[src/rtl/seg_scan_driver_pkg.sv]
// Shared constants for the seven-segment scan driver: segment patterns,
// the blank code and the scan state encoding.
package seg_scan_driver_pkg;

   // Active-high segment patterns, bit order {g,f,e,d,c,b,a}
   localparam logic [6:0] SEG_0     = 7'h3F;
   localparam logic [6:0] SEG_1     = 7'h06;
   localparam logic [6:0] SEG_2     = 7'h5B;
   localparam logic [6:0] SEG_3     = 7'h4F;
   localparam logic [6:0] SEG_4     = 7'h66;
   localparam logic [6:0] SEG_5     = 7'h6D;
   localparam logic [6:0] SEG_6     = 7'h7D;
   localparam logic [6:0] SEG_7     = 7'h07;
   localparam logic [6:0] SEG_8     = 7'h7F;
   localparam logic [6:0] SEG_9     = 7'h6F;
   localparam logic [6:0] SEG_DASH  = 7'h40;
   localparam logic [6:0] SEG_E     = 7'h79;
   localparam logic [6:0] SEG_R     = 7'h50;
   localparam logic [6:0] SEG_BLANK = 7'h00;

   // Display code that always renders as an unlit digit
   localparam logic [3:0] CODE_BLANK = 4'hF;

   typedef enum logic [0:0] {
      ST_GUARD = 1'b0,
      ST_DRIVE = 1'b1
   } scan_state_t;

endpackage

[src/rtl/seg_scan_driver_seg7_decode.sv]
// Combinational 4-bit display code to active-high seven-segment pattern.
module seg7_decode
   import seg_scan_driver_pkg::*;
(
   input  logic [3:0] i_code,
   output logic [6:0] o_seg
);

   // Map each code to its segment pattern; D, E and F render blank
   always_comb begin
      o_seg = SEG_BLANK;
      case (i_code)
         4'h0:    o_seg = SEG_0;
         4'h1:    o_seg = SEG_1;
         4'h2:    o_seg = SEG_2;
         4'h3:    o_seg = SEG_3;
         4'h4:    o_seg = SEG_4;
         4'h5:    o_seg = SEG_5;
         4'h6:    o_seg = SEG_6;
         4'h7:    o_seg = SEG_7;
         4'h8:    o_seg = SEG_8;
         4'h9:    o_seg = SEG_9;
         4'hA:    o_seg = SEG_DASH;
         4'hB:    o_seg = SEG_E;
         4'hC:    o_seg = SEG_R;
         default: o_seg = SEG_BLANK;
      endcase
   end

endmodule

[src/rtl/seg_scan_driver.sv]
// Multiplexed seven-segment scan driver. Codes are snapshotted once per
// frame (on entry to digit 0) so a frame never mixes old and new values.
// Outputs are registered from the state being entered, so the cycle a
// digit is selected is exactly the cycle its segments are shown.
module seg_scan_driver
   import seg_scan_driver_pkg::*;
#(
   parameter int NUM_DIGITS     = 6,
   parameter int DWELL_CYCLES   = 2,
   parameter int GUARD_CYCLES   = 1,
   parameter bit SEG_ACTIVE_LOW = 1'b0,
   parameter bit DIG_ACTIVE_LOW = 1'b1
)(
   input  logic                    clk_1khz,
   input  logic                    switch_clr,
   input  logic [4*NUM_DIGITS-1:0] digit_in,
   input  logic [NUM_DIGITS-1:0]   dp_in,
   input  logic                    lz_suppress,
   output logic [6:0]              seg_out,
   output logic                    dp_out,
   output logic [NUM_DIGITS-1:0]   dig_sel_out,
   output logic                    frame_start
);

   localparam int CNT_MAX0 = (DWELL_CYCLES > GUARD_CYCLES) ? DWELL_CYCLES : GUARD_CYCLES;
   localparam int CNT_MAX  = (CNT_MAX0 > 2) ? CNT_MAX0 : 2;
   localparam int CW       = $clog2(CNT_MAX);
   localparam int IW       = (NUM_DIGITS > 1) ? $clog2(NUM_DIGITS) : 1;

   localparam logic [CW-1:0] DWELL_LAST = CW'(DWELL_CYCLES - 1);
   localparam logic [CW-1:0] GUARD_LAST = (GUARD_CYCLES > 0) ? CW'(GUARD_CYCLES - 1) : CW'(0);
   localparam logic [IW-1:0] IDX_LAST   = IW'(NUM_DIGITS - 1);

   // Polarity is applied only when loading the output registers
   localparam logic [6:0]            SEG_XOR = SEG_ACTIVE_LOW ? 7'h7F : 7'h00;
   localparam logic                  DP_XOR  = SEG_ACTIVE_LOW;
   localparam logic [NUM_DIGITS-1:0] DIG_XOR = DIG_ACTIVE_LOW ? {NUM_DIGITS{1'b1}} : {NUM_DIGITS{1'b0}};

   scan_state_t             r_state;
   logic                    r_run;
   logic [IW-1:0]           r_idx;
   logic [CW-1:0]           r_cnt;
   logic [4*NUM_DIGITS-1:0] r_snap_code;
   logic [NUM_DIGITS-1:0]   r_snap_dp;
   logic                    r_snap_lz;
   logic [6:0]              r_seg;
   logic                    r_dp;
   logic [NUM_DIGITS-1:0]   r_dig;
   logic                    r_frame;

   logic                    w_guard_done;
   logic                    w_dwell_done;
   logic                    w_drive_next;
   logic                    w_capture;
   logic [IW-1:0]           w_idx_adv;
   logic [IW-1:0]           w_drive_idx;
   logic [4*NUM_DIGITS-1:0] w_src_flat;
   logic [NUM_DIGITS-1:0]   w_src_dp;
   logic                    w_src_lz;
   logic [3:0]              w_src_code [NUM_DIGITS];
   logic [NUM_DIGITS-1:0]   w_blank;
   logic                    w_lead;
   logic [3:0]              w_dec_code;
   logic [6:0]              w_seg;
   logic                    w_dp;
   logic [NUM_DIGITS-1:0]   w_onehot;

   // Look ahead to the digit being driven after this edge and its snapshot source
   always_comb begin
      w_dwell_done = (r_state == ST_DRIVE) && (r_cnt == DWELL_LAST);
      if (r_state == ST_GUARD) begin
         // The first clock after reset starts the guard rather than ending it
         w_guard_done = r_run ? (r_cnt == GUARD_LAST) : (GUARD_CYCLES == 0);
      end else begin
         w_guard_done = 1'b0;
      end
      w_idx_adv    = (r_idx == IDX_LAST) ? {IW{1'b0}} : r_idx + IW'(1);
      w_drive_idx  = w_dwell_done ? w_idx_adv : r_idx;
      w_drive_next = w_guard_done ||
                     ((r_state == ST_DRIVE) && !(w_dwell_done && (GUARD_CYCLES > 0)));
      // Capture only on the edge that newly enters a drive of digit 0
      w_capture    = (w_guard_done || (w_dwell_done && (GUARD_CYCLES == 0))) &&
                     (w_drive_idx == {IW{1'b0}});
      if (w_capture) begin
         w_src_flat = digit_in;
         w_src_dp   = dp_in;
         w_src_lz   = lz_suppress;
      end else begin
         w_src_flat = r_snap_code;
         w_src_dp   = r_snap_dp;
         w_src_lz   = r_snap_lz;
      end
   end

   // Leading-zero blanking: walk from the most significant digit downward
   always_comb begin
      w_lead  = 1'b1;
      w_blank = {NUM_DIGITS{1'b0}};
      for (int k = NUM_DIGITS - 1; k >= 0; k--) begin
         w_src_code[k] = w_src_flat[4*k +: 4];
         w_blank[k]    = w_src_lz && w_lead && (w_src_code[k] == 4'h0) && (k != 0);
         w_lead        = w_lead && ((w_src_code[k] == 4'h0) || (w_src_code[k] == CODE_BLANK));
      end
   end

   // Select the digit to show next; a suppressed digit still keeps its dp
   always_comb begin
      if (w_blank[w_drive_idx]) begin
         w_dec_code = CODE_BLANK;
      end else begin
         w_dec_code = w_src_code[w_drive_idx];
      end
      w_dp     = w_src_dp[w_drive_idx];
      w_onehot = {{(NUM_DIGITS-1){1'b0}}, 1'b1} << w_drive_idx;
   end

   seg7_decode u_decode (
      .i_code (w_dec_code),
      .o_seg  (w_seg)
   );

   // Scan FSM, per-frame snapshot and registered, polarity-adjusted outputs
   always_ff @(posedge clk_1khz) begin
      if (switch_clr) begin
         r_state     <= ST_GUARD;
         r_run       <= 1'b0;
         r_idx       <= {IW{1'b0}};
         r_cnt       <= {CW{1'b0}};
         r_snap_code <= {NUM_DIGITS{CODE_BLANK}};
         r_snap_dp   <= {NUM_DIGITS{1'b0}};
         r_snap_lz   <= 1'b0;
         r_seg       <= SEG_BLANK ^ SEG_XOR;
         r_dp        <= DP_XOR;
         r_dig       <= DIG_XOR;
         r_frame     <= 1'b0;
      end else begin
         r_run <= 1'b1;
         if (w_capture) begin
            r_snap_code <= digit_in;
            r_snap_dp   <= dp_in;
            r_snap_lz   <= lz_suppress;
         end
         case (r_state)
            ST_GUARD: begin
               if (w_guard_done) begin
                  r_state <= ST_DRIVE;
                  r_cnt   <= {CW{1'b0}};
               end else if (r_run) begin
                  r_cnt <= r_cnt + CW'(1);
               end else begin
                  r_cnt <= {CW{1'b0}};
               end
            end
            ST_DRIVE: begin
               if (w_dwell_done) begin
                  r_idx   <= w_idx_adv;
                  r_cnt   <= {CW{1'b0}};
                  r_state <= (GUARD_CYCLES > 0) ? ST_GUARD : ST_DRIVE;
               end else begin
                  r_cnt <= r_cnt + CW'(1);
               end
            end
            default: begin
               r_state <= ST_GUARD;
               r_cnt   <= {CW{1'b0}};
            end
         endcase
         if (w_drive_next) begin
            r_seg   <= w_seg ^ SEG_XOR;
            r_dp    <= w_dp ^ DP_XOR;
            r_dig   <= w_onehot ^ DIG_XOR;
            r_frame <= w_capture;
         end else begin
            r_seg   <= SEG_BLANK ^ SEG_XOR;
            r_dp    <= DP_XOR;
            r_dig   <= DIG_XOR;
            r_frame <= 1'b0;
         end
      end
   end

   assign seg_out     = r_seg;
   assign dp_out      = r_dp;
   assign dig_sel_out = r_dig;
   assign frame_start = r_frame;

endmodule

[config.mk]
export PLATFORM = sky130hd
export DESIGN_NAME = seg_scan_driver
export DESIGN_NICKNAME = d
export VERILOG_FILES = /design/src/rtl/seg_scan_driver_pkg.sv /design/src/rtl/seg_scan_driver_seg7_decode.sv /design/src/rtl/seg_scan_driver.sv
export SDC_FILE = /design/constraint.sdc
export NUM_CORES = 1
export LEC_CHECK = 0
export ABC_AREA = 1
export CORE_MARGIN = 5
export CORE_UTILIZATION = 45
export DETAILED_ROUTE_END_ITERATION = 16
export PLACE_DENSITY = 0.71
export SLEW_MARGIN = 0
export SYNTH_ARGS = -nofsm -noshare
export SYNTH_HDL_FRONTEND = slang
export SYNTH_SLANG_ARGS = --single-unit
[constraint.sdc]
create_clock -name clk_1khz -period 3.7 [get_ports clk_1khz]
set_clock_uncertainty 0.15 [all_clocks]
set_input_delay 0.37 -clock clk_1khz [delete_from_list [all_inputs] [get_ports clk_1khz]]
set_output_delay 0.37 -clock clk_1khz [all_outputs]
set_load 0.02 [all_outputs]
==> qor.yml, run 1 <==
cp_slowest_cell: "a21oi_1"
register_area_um2: 1040
hold_end: "r_snap_code[1]"
die_x_um: 89.0
placed_area_um2: 3320
syn_area_per_cell_um2: 6.64
clock_latency_ns: 0.31
min_from: "r_snap_code[1]"
ctsHtreeMaxLevel: 2
r2r_cells: 19
multi_input_area_um2: 1430
vdd_drop_max_mv: 0.236
yosysMostFrequentCell: "nand2_1"
portBuffers: 47
cp.arrival_ns: 3.41
grt_pass1_vias: 2602
grt_max_degree: 36
hold_class: "register to register"
drt_pre_antenna_iters: 4
yosysUniqueCellTypes: 30
antenna_found_initial: 0
synth_seq_cells: 52
finalInstanceArea_um2: 3430
setup_viol: 0
worst_setup_path_start_kind: "register"
slew_headroom_pct: 68.4
timing.critical_path.from: "r_cnt"
cts-root-buf: "clkbuf_8"
synthFlopType: "dfxtp_1"
cts_setup_buffers: 0
syn-instance-count: 423
core_um2: 5990
dieArea_um2: 7920
num_rows: 28
finalHoldViolations: 0
wl_per_cell_um: 12.7
synthTopCellsByCount: "144 x nand2_1, 55 x inv_1, 52 x dfxtp_1"
wl_met3_um: 341
final-max-slew-violation-count: 0
grt-ovfl-total: 0
crit_chain: "nand2_2 > nor2_2 > nand2_1 > nand2_2 > nand3_4 > nand2_1 > o21ai_0 > nand2_1 > nor2_1 > nor2_1 > nor2_1 > nand3_1 > nand2_2 > a21oi_1 > inv_1 > ha_1 > nand3_1 > nand3_1 > a21oi_1"
p_leak_uw: 0.00178
diodes: 0
powerDensity_nw_per_um2: 433
die_h_um: 89.0
timing.rr.end: "seg_out[4]"
outcome: "complete, no violations"
grt_usage_pct: 18.2
synthesis.area_um2: 2810
holdPathStages: 2
wl_met2_um: 3340
synth_edf_count: 0
nets: 506
ios: 48
drc_errors: 0
yosysSeqAreaShare_pct: 37.1
period_share_pct: 89.4
cts_hold_buf: 0
vias: 2754
nFillCells: 587
path_class: "register to register"
start_util_pct: 46.9
ctsResizeCount: 0
drtIter0Drc: 106
place_congestion: 0.885
setup-tns-final_ns: 0
ys_warn_count: 0
cts_buffers: 5
crit_path_max_incr_delay_ns: 0.39
cp.required_ns: 3.80
yosys.area.top_type: "dfxtp_1"
worstMarginPinSlew_ns: 0.472
syn_to_final_growth_pct: 22.2
ys_async_sr_fraction_pct: 0
antenna_left: 0
cts_buffer_depth: 2
rsz0062_at_grt: "no"
cap_violations: 0
via_per_inst: 5.06
wirelength_um: 6920
cts_tree: "yes"
rrSetupSlack_ns: 0.39
synthesis.nets: 461
crit_path_max_fanout: 35
fin_crit_ns: 3.31
fmax_ghz: 0.302
drive_gt1_share_pct: 8.10
yosys.area.top_type_share_pct: 37.1
wl_met1_um: 3160
clk_pin_slew_worst_paths_ns: 0.09
worstSetupEndpointType: "register"
synthTopCellsByArea: "dfxtp_1 37%, nand2_1 19%, inv_1 7.3%"
dr.max_layer_used: "met4"
hpwl_um: 5140
clock_sinks: 52
grt_pass1_wl_um: 11400
r2r-start: "r_cnt"
-- flip-flops by register name, summed over array words and instances (netlist names) --
signal,cells
r_run,1
r_cnt,1
frame_start,1
dig_sel_out,6
r_snap_lz,1
r_state,1
r_snap_dp,6
r_idx,3
dp_out,1
seg_out,7
r_snap_code,24
-- logic make-up (layout without fill, tap and decap cells) --
group,after synthesis,in the layout,synth area share (%)
AO/OA/AOI/OAI,38,38,8.02
adder cells (fa/ha/maj),5,5,2.23
buffers and inverters,78,124,12.0
flip-flops,52,52,37.1
multiplexers,7,7,2.49
AND/OR/NAND/NOR,243,243,38.2
-- per-stage QoR --
step	setup WS (ns)	hold slack [ns]	instances	utilization [%]	power (uW)
finish	0.391	0.334	544	57.3	1490
floorplan	0.993	0.287	423	-	966
global route	0.0147	0.364	544	57.3	1580
global placement	0.615	0.308	536	55.5	1090
detailed placement	0.446	0.314	536	55.5	1100
CTS	0.425	0.340	544	57.3	1500
-- per-layer routing --
metal | track usage [%] | up-vias
met1 | 22.5 | 1260
met2 | 31.0 | 58
met5 | 0 | -
met4 | 5.82 | 0
met3 | 4.52 | 10
li1 | - | 1426
-- power breakdown --
| group | internal [uW] | switching, uW |
|---|---|---|
| registers | 607 | 16.6 |
| logic | 183 | 288 |
| clock network | 204 | 188 |
-- how the worst max path moves through the flow --
stage / end / slack, ns / depth (start not counted)
6_report: seg_out[4] / 0.39 / 19
5_1_grt: seg_out[3] / 0.01 / 20
4_1_cts: seg_out[4] / 0.42 / 19
3_5_place_dp: seg_out[4] / 0.45 / 19
3_3_place_gp: seg_out[3] / 0.61 / 20
2_1_floorplan: seg_out[3] / 0.99 / 18
-- final cells by class --
type,instances,share of cell area [%]
clock buffers,6,2.11
clock inverters,2,1.13
inverters,62,6.78
multi-input cells,293,41.7
flip-flops and latches,52,30.3
well taps,75,2.73
repair buffers,54,15.2
-- worst max-delay path, delay by kind of cell (launching register included) --
family	cells	cell delay (ns)
DFF	1	0.37
and+or+nand+nor	14	1.54
buffers and inverters	1	0.14
adders and majority gates	1	0.34
AOI/OAI and AO/OA	3	0.70
-- layout by cell type, fill, tap and decap left out, drive strengths merged --
cell type and instances:
o221ai 3, or2 1, mux2i 7, nor3 1
nor2 40, a31oi 2, clkdlybuf4s50 47, clkbuf 6
dfxtp 52, o21ai 16, a21oi 10, ha 5
inv 62, o21a 1, bufinv 1, nand4 30
nand3 16, o22ai 6, clkinv 1, nand2 155
buf 7
Note: power is estimated with default switching activity, not from simulation.
==> run 2: changes to the inputs <==
--- a/config.mk
+++ b/config.mk
@@ -9,6 +9,7 @@
 export CORE_MARGIN = 5
 export CORE_UTILIZATION = 45
 export DETAILED_ROUTE_END_ITERATION = 16
+export GPL_TIMING_DRIVEN = 0
 export PLACE_DENSITY = 0.71
 export SLEW_MARGIN = 0
 export SYNTH_ARGS = -nofsm -noshare
==> run 2 against run 1 <==
Net effect:
- maximum frequency rose by 0.95%
- critical path type unchanged
- cell count grew 1.7%
- critical endpoint unchanged
- power shrank 4.4%
==> qor.yml, run 2 (synthesized netlist as in run 1, its figures left out) <==
path_class: "register to register"  # unchanged
cap_violations: 0  # unchanged
die_x_um: 89.0  # unchanged
drc_errors: 0  # unchanged
drt_pre_antenna_iters: 4  # unchanged
ctsResizeCount: 0  # unchanged
slew_headroom_pct: 37.7  # was 68.4%
p_switching_uw: 489  # was 493 uW
hpwl_um: 5370  # was 5140 um
antenna_found_initial: 0  # unchanged
setup_ws_ns: 0.422  # was 0.391 ns
setup_viol: 0  # unchanged
worstMarginPinSlew_ns: 0.930  # was 0.472 ns
wirelength_um: 7040  # was 6920 um
cts_buffers: 5  # unchanged
crit_path_max_incr_delay_ns: 0.38  # was 0.39 ns
crit_path_max_fanout: 10  # was 35
finalHoldViolations: 0  # unchanged
cts_tree: "yes"  # unchanged
p_int_uw: 932  # was 994 uW
grt_max_degree: 17  # was 36
final_cell_mix: "144 x nand2_1, 55 x inv_1, 52 x dfxtp_1"  # unchanged
vdd_drop_max_mv: 0.250  # was 0.236 mV
grt_pass1_vias: 2520  # was 2602
cts_hold_buf: 0  # unchanged
final_cells: 553  # was 544
hold_class: "register to register"  # unchanged
largest_reg_flops: 24  # unchanged
cts-root-buf: "clkbuf_8"  # unchanged
drive_gt1_share_pct: 9.21  # was 8.10%
p_sw_share_pct: 34.4  # was 33.2%
die_h_um: 89.0  # unchanged
worstSetupEndpointType: "register"  # unchanged
clock_latency_ns: 0.30  # was 0.31 ns
crit_chain: "nand2_2 > inv_1 > nand2_1 > nand2_1 > nand2_2 > nand3_4 > buf_6 > buf_6 > mux2i_1 > a21oi_1 > o21a_1 > a21oi_1 > inv_1 > ha_1 > nand3_1 > nand3_1 > a21oi_1"  # was nand2_2 > nor2_2 > nand2_1 > nand2_2 > nand3_4 > nand2_1 > o21ai_0 > nand2_1 > nor2_1 > nor2_1 > nor2_1 > nand3_1 > nand2_2 > a21oi_1 > inv_1 > ha_1 > nand3_1 > nand3_1 > a21oi_1
period_share_pct: 88.6  # was 89.4%
syn_to_final_growth_pct: 23.3  # was 22.2%
diodes: 0  # unchanged
setup-tns-final_ns: 0  # unchanged
grt_pass1_wl_um: 11600  # was 11400 um
dp_slack_ns: 0.414  # was 0.446 ns
powerDensity_nw_per_um2: 410  # was 433 nW/um2
cts_buffer_depth: 2  # unchanged
via_per_inst: 4.94  # was 5.06
ios: 48  # unchanged
dieArea_um2: 7920  # unchanged
place_congestion: 0.881  # was 0.885
clk_pin_slew_worst_paths_ns: 0.09  # about the same
cp.required_ns: 3.69  # was 3.80 ns
fmax_ghz: 0.305  # was 0.302 GHz
top_register: "r_snap_code"  # unchanged
antenna_left: 0  # unchanged
outcome: "complete, no violations"  # unchanged
start_util_pct: 46.9  # unchanged
cp.arrival_ns: 3.27  # was 3.41 ns
crit_path_frequent_cell: "a21oi_1"
vias: 2731  # was 2754
cts_setup_buffers: 0  # unchanged
cp_slowest_cell: "dfxtp_1"  # was a21oi_1
p_seq_share_pct: 43.8  # was 41.9%
wl_per_cell_um: 12.7  # about the same
layout_commonest_cell: "nand2_1"  # unchanged
hold_slack_ns: 0.328  # was 0.334 ns
finalPower_uw: 1420  # was 1490 uW
fin_crit_ns: 3.28  # was 3.31 ns
combPwrFrac_pct: 33.9  # was 31.6%
clock_sinks: 52  # unchanged
p_leak_uw: 0.00179  # was 0.00178 uW
ctsHtreeMaxLevel: 2  # unchanged
num_rows: 28  # unchanged
drtIter0Drc: 159  # was 106
grt_usage_pct: 18.5  # was 18.2%
path_buf_inv: 4  # was 1
pwr-share-clk_pct: 22.3  # was 26.4%
portBuffers: 47  # unchanged
final-max-slew-violation-count: 0  # unchanged
worst_setup_path_start_kind: "register"  # unchanged
core_um2: 5990  # unchanged
path_delay_family: "compound AO/OA/AOI/OAI gates"  # was simple AND/OR/NAND/NOR gates
nets: 515  # was 506
rsz0062_at_grt: "no"  # unchanged
placed_cells: 545  # was 536
grt-ovfl-total: 0  # unchanged
run 2: final timing paths:
path | end | cells past startpoint | start | slack, ns
hold / removal | r_snap_code[1] | 2 | r_snap_code[1] | 0.33
setup reg to reg | seg_out[4] | 17 | r_cnt | 0.42
setup / recovery | seg_out[4] | 17 | r_cnt | 0.42
hold reg to reg | r_snap_code[1] | 2 | r_snap_code[1] | 0.33
run 2: area by class of cell:
cell class | instances | area (um2)
fillers | 569 | 2530
multi-input cells | 293 | 1430
flip-flops and latches | 52 | 1040
repair buffers | 47 | 470
inverters | 62 | 233
plain buffers | 16 | 104
well taps | 75 | 93.8
clock buffers | 6 | 72.6
clock inverters | 2 | 16.3
run 2: worst register-to-register path: stages, from the launching register on:
cell and delay, ns:
dfxtp_1 0.38, nand2_2 0.09, inv_1 0.07, nand2_1 0.05, nand2_1 0.09, nand2_2 0.11
nand3_4 0.15, buf_6 0.18, buf_6 0.17, mux2i_1 0.36, a21oi_1 0.08, o21a_1 0.16
a21oi_1 0.38, inv_1 0.12, ha_1 0.33, nand3_1 0.09, nand3_1 0.09, a21oi_1 0.07
run 2: through the flow:
| stage | utilization (%) | cell area [um2] |
|---|---|---|
| 3_5_place_dp | 56.3 | 3370 |
| 4_1_cts | 57.8 | 3460 |
| 2_1_floorplan | - | 2810 |
| 3_3_place_gp | 56.3 | 3370 |
| 6_report | 57.8 | 3460 |
| 5_1_grt | 57.8 | 3460 |
run 2: per-layer routing:
metal	part of all wire (%)	GRT usage, %	vias up
met4	1.2	4.74	0
met1	46	25.3	1222
met5	0	0	-
met2	47	30.5	55
met3	5.8	3.13	6
li1	-	-	1448
run 2: power groups by stage:
stage,registers (uW),clock network (uW),logic (uW)
2_1_floorplan,655,0,311
3_5_place_dp,635,0,479
3_3_place_gp,634,0,475
6_report,622,317,482
5_1_grt,628,352,541
4_1_cts,622,329,482
